### config.mk
export PLATFORM = sky130hd
export DESIGN_NAME = multicycle_sequencer_flat
export DESIGN_NICKNAME = d
export VERILOG_FILES = /design/src/rtl/multicycle_sequencer_pkg.sv /design/src/rtl/multicycle_sequencer_if.sv /design/src/rtl/multicycle_sequencer_watchdog.sv /design/src/rtl/multicycle_sequencer.sv /design/src/flat_wrapper.sv
export SDC_FILE = /design/constraint.sdc
export NUM_CORES = 1
export LEC_CHECK = 0
export BUFFER_PORTS_ARGS = -buffer_cell sky130_fd_sc_hd__buf_2
export CAP_MARGIN = 10
export CORE_MARGIN = 1
export CORE_UTILIZATION = 45
export CTS_BUF_LIST = sky130_fd_sc_hd__clkbuf_16
export CTS_CLUSTER_SIZE = 25
export DETAILED_ROUTE_END_ITERATION = 6
export PLACE_DENSITY = 0.68
export REMOVE_ABC_BUFFERS = 1
export SETUP_SLACK_MARGIN = 0.15
export SLEW_MARGIN = 10
export SYNTH_ARGS = -nofsm -noshare
export SYNTH_HDL_FRONTEND = slang
export SYNTH_SLANG_ARGS = --single-unit
### constraint.sdc
create_clock -name clk -period 1.9 [get_ports clk]
set_input_delay 0.19 -clock clk [delete_from_list [all_inputs] [get_ports clk]]
set_output_delay 0.19 -clock clk [all_outputs]
set_load 0.02 [all_outputs]
### src/rtl/multicycle_sequencer_pkg.sv
// Shared types and constants for the multi-cycle sequencer: state, fault and
// instruction-class encodings plus the opcode classifier.
package multicycle_sequencer_pkg;

    localparam int BUS_WIDTH = 32;
    localparam int OPC_W     = 7;
    localparam int STATE_W   = 3;
    localparam int FAULT_W   = 2;

    typedef enum logic [STATE_W-1:0] {
        ST_FETCH   = 3'd0,
        ST_DECODE  = 3'd1,
        ST_EXECUTE = 3'd2,
        ST_MEM     = 3'd3,
        ST_WB      = 3'd4,
        ST_HALT    = 3'd5
    } state_e;

    typedef enum logic [FAULT_W-1:0] {
        FLT_NONE     = 2'b00,
        FLT_ILLEGAL  = 2'b01,
        FLT_IMEM_TMO = 2'b10,
        FLT_DMEM_TMO = 2'b11
    } fault_e;

    typedef enum logic [2:0] {
        CLS_ALU,
        CLS_LOAD,
        CLS_STORE,
        CLS_BRANCH,
        CLS_JUMP,
        CLS_UPPER
    } iclass_e;

    localparam logic [OPC_W-1:0] OPC_R      = 7'b0110011;
    localparam logic [OPC_W-1:0] OPC_I      = 7'b0010011;
    localparam logic [OPC_W-1:0] OPC_LOAD   = 7'b0000011;
    localparam logic [OPC_W-1:0] OPC_STORE  = 7'b0100011;
    localparam logic [OPC_W-1:0] OPC_BRANCH = 7'b1100011;
    localparam logic [OPC_W-1:0] OPC_JAL    = 7'b1101111;
    localparam logic [OPC_W-1:0] OPC_JALR   = 7'b1100111;
    localparam logic [OPC_W-1:0] OPC_LUI    = 7'b0110111;
    localparam logic [OPC_W-1:0] OPC_AUIPC  = 7'b0010111;

    typedef struct packed {
        logic    legal;
        iclass_e cls;
    } decode_t;

    function automatic decode_t classify(input logic [OPC_W-1:0] opc);
        decode_t d;
        d.legal = 1'b1;
        d.cls   = CLS_ALU;
        case (opc)
            OPC_R, OPC_I:       d.cls = CLS_ALU;
            OPC_LOAD:           d.cls = CLS_LOAD;
            OPC_STORE:          d.cls = CLS_STORE;
            OPC_BRANCH:         d.cls = CLS_BRANCH;
            OPC_JAL, OPC_JALR:  d.cls = CLS_JUMP;
            OPC_LUI, OPC_AUIPC: d.cls = CLS_UPPER;
            default:            d.legal = 1'b0;
        endcase
        return d;
    endfunction

endpackage

### src/rtl/multicycle_sequencer_if.sv
// Sequencer control bundle: opcode and memory ready inputs, gating strobes and status.
interface multicycle_sequencer_if;
    import multicycle_sequencer_pkg::*;

    logic [OPC_W-1:0]   opcode;
    logic               imem_ready;
    logic               dmem_ready;
    logic               imem_req;
    logic               ir_en;
    logic               dmem_req;
    logic               dmem_we;
    logic               reg_wr_gate;
    logic               pc_en;
    logic [STATE_W-1:0] state_o;
    logic [FAULT_W-1:0] fault;
    logic               halted;

    modport master (
        input  opcode, imem_ready, dmem_ready,
        output imem_req, ir_en, dmem_req, dmem_we, reg_wr_gate, pc_en,
               state_o, fault, halted
    );

    modport slave (
        output opcode, imem_ready, dmem_ready,
        input  imem_req, ir_en, dmem_req, dmem_we, reg_wr_gate, pc_en,
               state_o, fault, halted
    );
endinterface

### src/rtl/multicycle_sequencer_watchdog.sv
// mc_watchdog: saturating wait-cycle counter; o_expired flags the LIMIT-th
// consecutive enabled cycle (LIMIT=0 disables it).
module mc_watchdog #(
    parameter int unsigned W     = 8,
    parameter int unsigned LIMIT = 200
) (
    input  logic clk,
    input  logic rst,
    input  logic i_clr,
    input  logic i_en,
    output logic o_expired
);

    logic [W-1:0] r_cnt;

    always_ff @(posedge clk or negedge rst) begin
        if (!rst) begin
            r_cnt <= '0;
        end else if (i_clr) begin
            r_cnt <= '0;
        end else if (i_en && (r_cnt != '1)) begin
            r_cnt <= r_cnt + 1'b1;
        end
    end

    // The count holds the waits already taken, so the terminal cycle is LIMIT-1.
    if (LIMIT == 0) begin : g_off
        assign o_expired = 1'b0;
    end else begin : g_on
        assign o_expired = i_en && (r_cnt >= W'(LIMIT - 1));
    end

endmodule

### src/rtl/multicycle_sequencer.sv
// Multi-cycle FETCH/DECODE/EXECUTE/MEM/WB sequencer with memory handshakes,
// wait-state watchdog and sticky fault halt. Optional MC_PERF_CNT_EN adds perf counters.
module multicycle_sequencer #(
    parameter int unsigned BUS_WIDTH   = multicycle_sequencer_pkg::BUS_WIDTH,
    parameter int unsigned TMO_W       = 8,
    parameter int unsigned MEM_TIMEOUT = 200
) (
    input  logic                    clk,
    input  logic                    rst,
    multicycle_sequencer_if.master  bus
`ifdef MC_PERF_CNT_EN
    ,
    output logic [31:0]             cycle_cnt,
    output logic [31:0]             instret_cnt
`endif
);
    import multicycle_sequencer_pkg::*;

    if (MEM_TIMEOUT >= (2 ** TMO_W) - 1) begin : g_tmo_chk
        $error("MEM_TIMEOUT must be below the watchdog saturation value");
    end
    if (BUS_WIDTH < OPC_W) begin : g_bus_chk
        $error("BUS_WIDTH too narrow to carry the opcode field");
    end

    state_e  r_state, w_state_nxt;
    iclass_e r_cls, w_cls_nxt;
    fault_e  r_fault, w_fault_nxt;
    decode_t w_dec;

    logic w_imem_req, w_ir_en, w_dmem_req, w_dmem_we, w_reg_wr_gate, w_pc_en;
    logic w_wd_en, w_wd_expired;

    assign w_dec   = classify(bus.opcode);
    // Waiting means staying put; any other cycle is a state change and clears the count.
    assign w_wd_en = ((r_state == ST_FETCH) && !bus.imem_ready) ||
                     ((r_state == ST_MEM)   && !bus.dmem_ready);

    mc_watchdog #(
        .W     (TMO_W),
        .LIMIT (MEM_TIMEOUT)
    ) u_wdog (
        .clk       (clk),
        .rst       (rst),
        .i_clr     (!w_wd_en),
        .i_en      (w_wd_en),
        .o_expired (w_wd_expired)
    );

    always_ff @(posedge clk or negedge rst) begin
        if (!rst) begin
            r_state <= ST_FETCH;
            r_cls   <= CLS_ALU;
            r_fault <= FLT_NONE;
        end else begin
            r_state <= w_state_nxt;
            r_cls   <= w_cls_nxt;
            r_fault <= w_fault_nxt;
        end
    end

    always_comb begin
        w_state_nxt   = r_state;
        w_cls_nxt     = r_cls;
        w_fault_nxt   = r_fault;
        w_imem_req    = 1'b0;
        w_ir_en       = 1'b0;
        w_dmem_req    = 1'b0;
        w_dmem_we     = 1'b0;
        w_reg_wr_gate = 1'b0;
        w_pc_en       = 1'b0;
        case (r_state)
            ST_FETCH: begin
                w_imem_req = 1'b1;
                if (bus.imem_ready) begin
                    w_ir_en     = 1'b1;
                    w_state_nxt = ST_DECODE;
                end else if (w_wd_expired) begin
                    w_state_nxt = ST_HALT;
                    w_fault_nxt = FLT_IMEM_TMO;
                end
            end
            ST_DECODE: begin
                if (w_dec.legal) begin
                    w_cls_nxt   = w_dec.cls;
                    w_state_nxt = ST_EXECUTE;
                end else begin
                    w_state_nxt = ST_HALT;
                    w_fault_nxt = FLT_ILLEGAL;
                end
            end
            ST_EXECUTE: begin
                case (r_cls)
                    CLS_BRANCH: begin
                        w_pc_en     = 1'b1;
                        w_state_nxt = ST_FETCH;
                    end
                    CLS_LOAD, CLS_STORE: w_state_nxt = ST_MEM;
                    default:             w_state_nxt = ST_WB;
                endcase
            end
            ST_MEM: begin
                w_dmem_req = 1'b1;
                w_dmem_we  = (r_cls == CLS_STORE);
                if (bus.dmem_ready) begin
                    if (r_cls == CLS_STORE) begin
                        w_pc_en     = 1'b1;
                        w_state_nxt = ST_FETCH;
                    end else begin
                        w_state_nxt = ST_WB;
                    end
                end else if (w_wd_expired) begin
                    w_state_nxt = ST_HALT;
                    w_fault_nxt = FLT_DMEM_TMO;
                end
            end
            ST_WB: begin
                w_reg_wr_gate = 1'b1;
                w_pc_en       = 1'b1;
                w_state_nxt   = ST_FETCH;
            end
            ST_HALT: w_state_nxt = ST_HALT;
            default: w_state_nxt = ST_FETCH;
        endcase
    end

    assign bus.imem_req    = w_imem_req;
    assign bus.ir_en       = w_ir_en;
    assign bus.dmem_req    = w_dmem_req;
    assign bus.dmem_we     = w_dmem_we;
    assign bus.reg_wr_gate = w_reg_wr_gate;
    assign bus.pc_en       = w_pc_en;
    assign bus.state_o     = r_state;
    assign bus.fault       = r_fault;
    assign bus.halted      = (r_state == ST_HALT);

`ifdef MC_PERF_CNT_EN
    logic [31:0] r_cycle_cnt, r_instret_cnt;

    always_ff @(posedge clk or negedge rst) begin
        if (!rst) begin
            r_cycle_cnt   <= '0;
            r_instret_cnt <= '0;
        end else begin
            if (r_state != ST_HALT) r_cycle_cnt   <= r_cycle_cnt + 32'd1;
            if (w_pc_en)            r_instret_cnt <= r_instret_cnt + 32'd1;
        end
    end

    assign cycle_cnt   = r_cycle_cnt;
    assign instret_cnt = r_instret_cnt;
`endif

endmodule

### src/flat_wrapper.sv
// flat-port wrapper written by rule: the top's interface ports become plain ports
module multicycle_sequencer_flat import multicycle_sequencer_pkg::*;
#(
    parameter int unsigned BUS_WIDTH   = multicycle_sequencer_pkg::BUS_WIDTH,
    parameter int unsigned TMO_W       = 8,
    parameter int unsigned MEM_TIMEOUT = 200
)
  (clk, rst, bus_opcode, bus_imem_ready, bus_dmem_ready, bus_imem_req, bus_ir_en, bus_dmem_req, bus_dmem_we, bus_reg_wr_gate, bus_pc_en, bus_state_o, bus_fault, bus_halted);
  multicycle_sequencer_if bus_i ();
  input  logic clk;
  input  logic rst;
  input wire logic [$bits(bus_i.opcode)-1:0] bus_opcode;
  input wire logic [$bits(bus_i.imem_ready)-1:0] bus_imem_ready;
  input wire logic [$bits(bus_i.dmem_ready)-1:0] bus_dmem_ready;
  output wire logic [$bits(bus_i.imem_req)-1:0] bus_imem_req;
  output wire logic [$bits(bus_i.ir_en)-1:0] bus_ir_en;
  output wire logic [$bits(bus_i.dmem_req)-1:0] bus_dmem_req;
  output wire logic [$bits(bus_i.dmem_we)-1:0] bus_dmem_we;
  output wire logic [$bits(bus_i.reg_wr_gate)-1:0] bus_reg_wr_gate;
  output wire logic [$bits(bus_i.pc_en)-1:0] bus_pc_en;
  output wire logic [$bits(bus_i.state_o)-1:0] bus_state_o;
  output wire logic [$bits(bus_i.fault)-1:0] bus_fault;
  output wire logic [$bits(bus_i.halted)-1:0] bus_halted;
  assign bus_i.opcode = bus_opcode;
  assign bus_i.imem_ready = bus_imem_ready;
  assign bus_i.dmem_ready = bus_dmem_ready;
  assign bus_imem_req = bus_i.imem_req;
  assign bus_ir_en = bus_i.ir_en;
  assign bus_dmem_req = bus_i.dmem_req;
  assign bus_dmem_we = bus_i.dmem_we;
  assign bus_reg_wr_gate = bus_i.reg_wr_gate;
  assign bus_pc_en = bus_i.pc_en;
  assign bus_state_o = bus_i.state_o;
  assign bus_fault = bus_i.fault;
  assign bus_halted = bus_i.halted;
  multicycle_sequencer #(.BUS_WIDTH(BUS_WIDTH), .TMO_W(TMO_W), .MEM_TIMEOUT(MEM_TIMEOUT)) u_core (.clk(clk), .rst(rst), .bus(bus_i));
endmodule
==> impl_metrics.tcl <==
set metrics [dict create \
    status "completed" \
    synth_cell_type_count 46 \
    top_layer "met4" \
    finalNetCount 161 \
    crit_chain "ha_4 > a2111oi_4 > or2_4 > nor2_2 > or3_1" \
    critPathCaptureType "flop" \
    m1WireLength_um 1080 \
    drive_above_1_share_pct 31.3 \
    crit_path_top_delay_cell "dfrtp_2" \
    clock_skew_ns 0.00409 \
    critPathMaxStageDelay_ns 0.42 \
    reg2reg_from "u_core.u_wdog.r_cnt[0]" \
    finalSetupTns_ns 0 \
    wl_um 2270 \
    synth-async-reset-ratio_pct 100 \
    die_y_um 51.0 \
    routabilityCongestion 0.778 \
    ys_warn_count 0 \
    worst_ep_required_time_ns 2.02 \
    drtPass1Iterations 4 \
    cts_htree_levels 1 \
    hold_end "u_core.bus.fault[0]" \
    peakVddDrop_uv 684 \
    grt_max_degree 17 \
    syn2layout_area_growth_pct 25.8 \
    dp_hpwl_um 1690 \
    yosys_most_used_dff "dfrtp_1" \
    max_cap_violations 0 \
    power_density_nw_per_um2 1040 \
    drt_iter0_markers 30 \
    p_leak_nw 0.595 \
    dpl_cell_area_um2 1220 \
    hold_ws_ns 0.366 \
    worst_pin_slew_ns 0.381 \
    wl_met3_um 81 \
    regArea_um2 405 \
    r2r_end "u_core.bus.state_o[2]" \
    synth_area_um2 1080 \
    groute.usage.overall_pct 19.6 \
    wl_met2_um 1070 \
    die_x_um 51.0 \
    worst_skew_pair.late_latency_ns 0.24 \
    path_class "reg2reg" \
    finalCoreUtilization_pct 60.9 \
    cts.sinks 16 \
    yosysSeqAreaShare_pct 37.0 \
    core_um2 2230 \
    overflow 0 \
    fmax_ghz 0.593 \
    layout_min_cycle_time_ns 1.69 \
    min_path_type "in2reg" \
    synth_cells 118 \
    synth_top_cells_by_area "dfrtp_1 (37%), nor2_1 (6.3%), nor3_1 (3.7%)" \
    rsz0062_at_grt "true" \
    cts_root_buf "clkbuf_16" \
    startpoint_type "flop" \
    ff2ff_setup_slack_ns 0.21 \
    ant_nets 0 \
    grt_pass1_vias 881 \
    num_vias 949 \
    tritoncts "done" \
    synth-seq-cells 16 \
    final_cell_area_um2 1360 \
    synth_top_cell_area_share_pct 37.0 \
    syn_avg_cell_area_um2 9.16 \
    multiInputGateArea_um2 683 \
    die_area_um2 2600 \
    crit_fanout 5 \
    slew_viol_final 0 \
    row_count 17 \
    setup_viol 0 \
    antenna_found_initial 0 \
    relSlewSlack_pct 74.4 \
    hold_start "bus_imem_ready" \
    r2r_cells 5 \
    post_drt_via_cell_ratio 5.42 \
    clock_path_buffers 2 \
    diodes 0 \
    clk_pin_slew_worst_paths_ns 0.05 \
    hold_viol_final 0 \
    io_buffers 22 \
    fillers 204 \
    ios 23 \
    cp.arrival_ns 1.80 \
    synth_edf_count 0 \
    wire_per_inst_um 12.9 \
    drc 0 \
    cts_buffers 3 \
    grt_pass1_wl_um 3750 \
    fin_crit_sh_pct 88.8 \
    initial_core_util_pct 48.4 \
    synth_top_area_cell "dfrtp_1" \
    hold_depth 4 \
]
worst max path at each step:
stage                            from                    end  depth (start not counted)
5_1_grt         u_core.bus.state_o[2]            bus_dmem_we                          4
4_1_cts         u_core.bus.state_o[1]              bus_pc_en                          5
2_1_floorplan   u_core.bus.state_o[1]            bus_dmem_we                          3
3_3_place_gp   u_core.u_wdog.r_cnt[0]  u_core.bus.state_o[0]                          5
6_report       u_core.u_wdog.r_cnt[0]  u_core.bus.state_o[2]                          5
3_5_place_dp   u_core.u_wdog.r_cnt[0]  u_core.bus.state_o[2]                          5
what timing repair did:
| action | in CTS | in global routing |
|---|---|---|
| pin swaps | 0 | 1 |
| setup endpoints to repair | 4 | 4 |
| hold buffers | 1 | 0 |
| setup buffers | 0 | 4 |
| endpoints found under the hold margin | 16 | 0 |
| gates resized for setup | 3 | 6 |
layer usage:
metal | vias up | track usage [%]
li1 | 496 | -
met1 | 429 | 25.3
met2 | 19 | 32.5
met4 | 0 | 8.33
met5 | - | 0
met3 | 5 | 2.68
flip-flops by register name, indices dropped and copies added, names as in the netlist:
name and count:
u_core.u_wdog.r_cnt 8, u_core.bus.state_o 3, u_core.r_cls 3, u_core.bus.fault 2
synth_stat cells, drive strengths merged, types with 2 or more instances:
library cell  count
nor2             19
dfrtp            16
nor3             10
nand2             8
a21oi             5
nand2b            5
nor2b             5
nand3             4
a211oi            3
xor2              3
a31oi             2
and2              2
and3              2
buf               2
mux2              2
mux2i             2
nand3b            2
nor3b             2
nor4              2
o21ai             2
or2               2
or3               2
cell type report:
cell class | count | area share (%)
sequential | 16 | 29.8
inverter | 1 | 0.276
clock buffer | 3 | 5.52
multi-input combinational | 99 | 50.2
timing repair buffer | 28 | 11.6
tap | 28 | 2.58
cells in the final DEF (no fill, tap or decap), drive strengths merged, types with 2 or more instances in the layout:
| master | Yosys | layout |
|---|---|---|
| and3 | 2 | 2 |
| or3 | 2 | 2 |
| clkbuf | 0 | 3 |
| mux2 | 2 | 2 |
| nor3b | 2 | 2 |
| nor4 | 2 | 2 |
| a211oi | 3 | 3 |
| nand2b | 5 | 5 |
| o21ai | 2 | 2 |
| nand2 | 8 | 8 |
| nor2 | 19 | 19 |
| buf | 2 | 27 |
| mux2i | 2 | 2 |
| a21oi | 5 | 5 |
| xor2 | 3 | 3 |
| or2 | 2 | 2 |
| nor3 | 10 | 10 |
| and2 | 2 | 2 |
| nor2b | 5 | 5 |
| dfrtp | 16 | 16 |
| nand3b | 2 | 2 |
| nand3 | 4 | 4 |
| a31oi | 2 | 2 |
cells by family (layout without fill, tap and decap cells):
kind of cell / count (synthesis) / in the layout / share of synthesized area [%]
DFF: 16 / 16 / 37.0
AOI/OAI and AO/OA: 21 / 21 / 16.8
xor gates and xnor gates: 4 / 4 / 3.24
adders and majority gates: 1 / 1 / 1.16
buffers and inverters: 3 / 32 / 1.85
muxes: 4 / 4 / 3.94
and+or+nand+nor: 69 / 69 / 36.0
power breakdown:
| group | switching (mW) | leakage (nW) | internal [mW] |
|---|---|---|---|
| Sequential | 0.0864 | 0.208 | 0.397 |
| Clock | 0.121 | 0.0370 | 0.276 |
| Combinational | 0.306 | 0.350 | 0.227 |
critical path, delay by kind of cell (launching register included):
kind | cells | cell delay (ns)
AO/OA/AOI/OAI | 1 | 0.36
adder cells (fa/ha/maj) | 1 | 0.19
flip-flops | 1 | 0.42
AND/OR/NAND/NOR | 3 | 0.58
metrics by stage:
stage / cells / power [mW] / setup slack, ns
global route: 175 / 1.50 / 0.145
global placement: 167 / 0.976 / 0.169
detailed placement: 167 / 0.989 / 0.128
floorplan: 116 / 0.814 / 0.112
finish: 175 / 1.41 / 0.213
CTS: 171 / 1.40 / 0.185
Power figures use the tool's default switching activity.
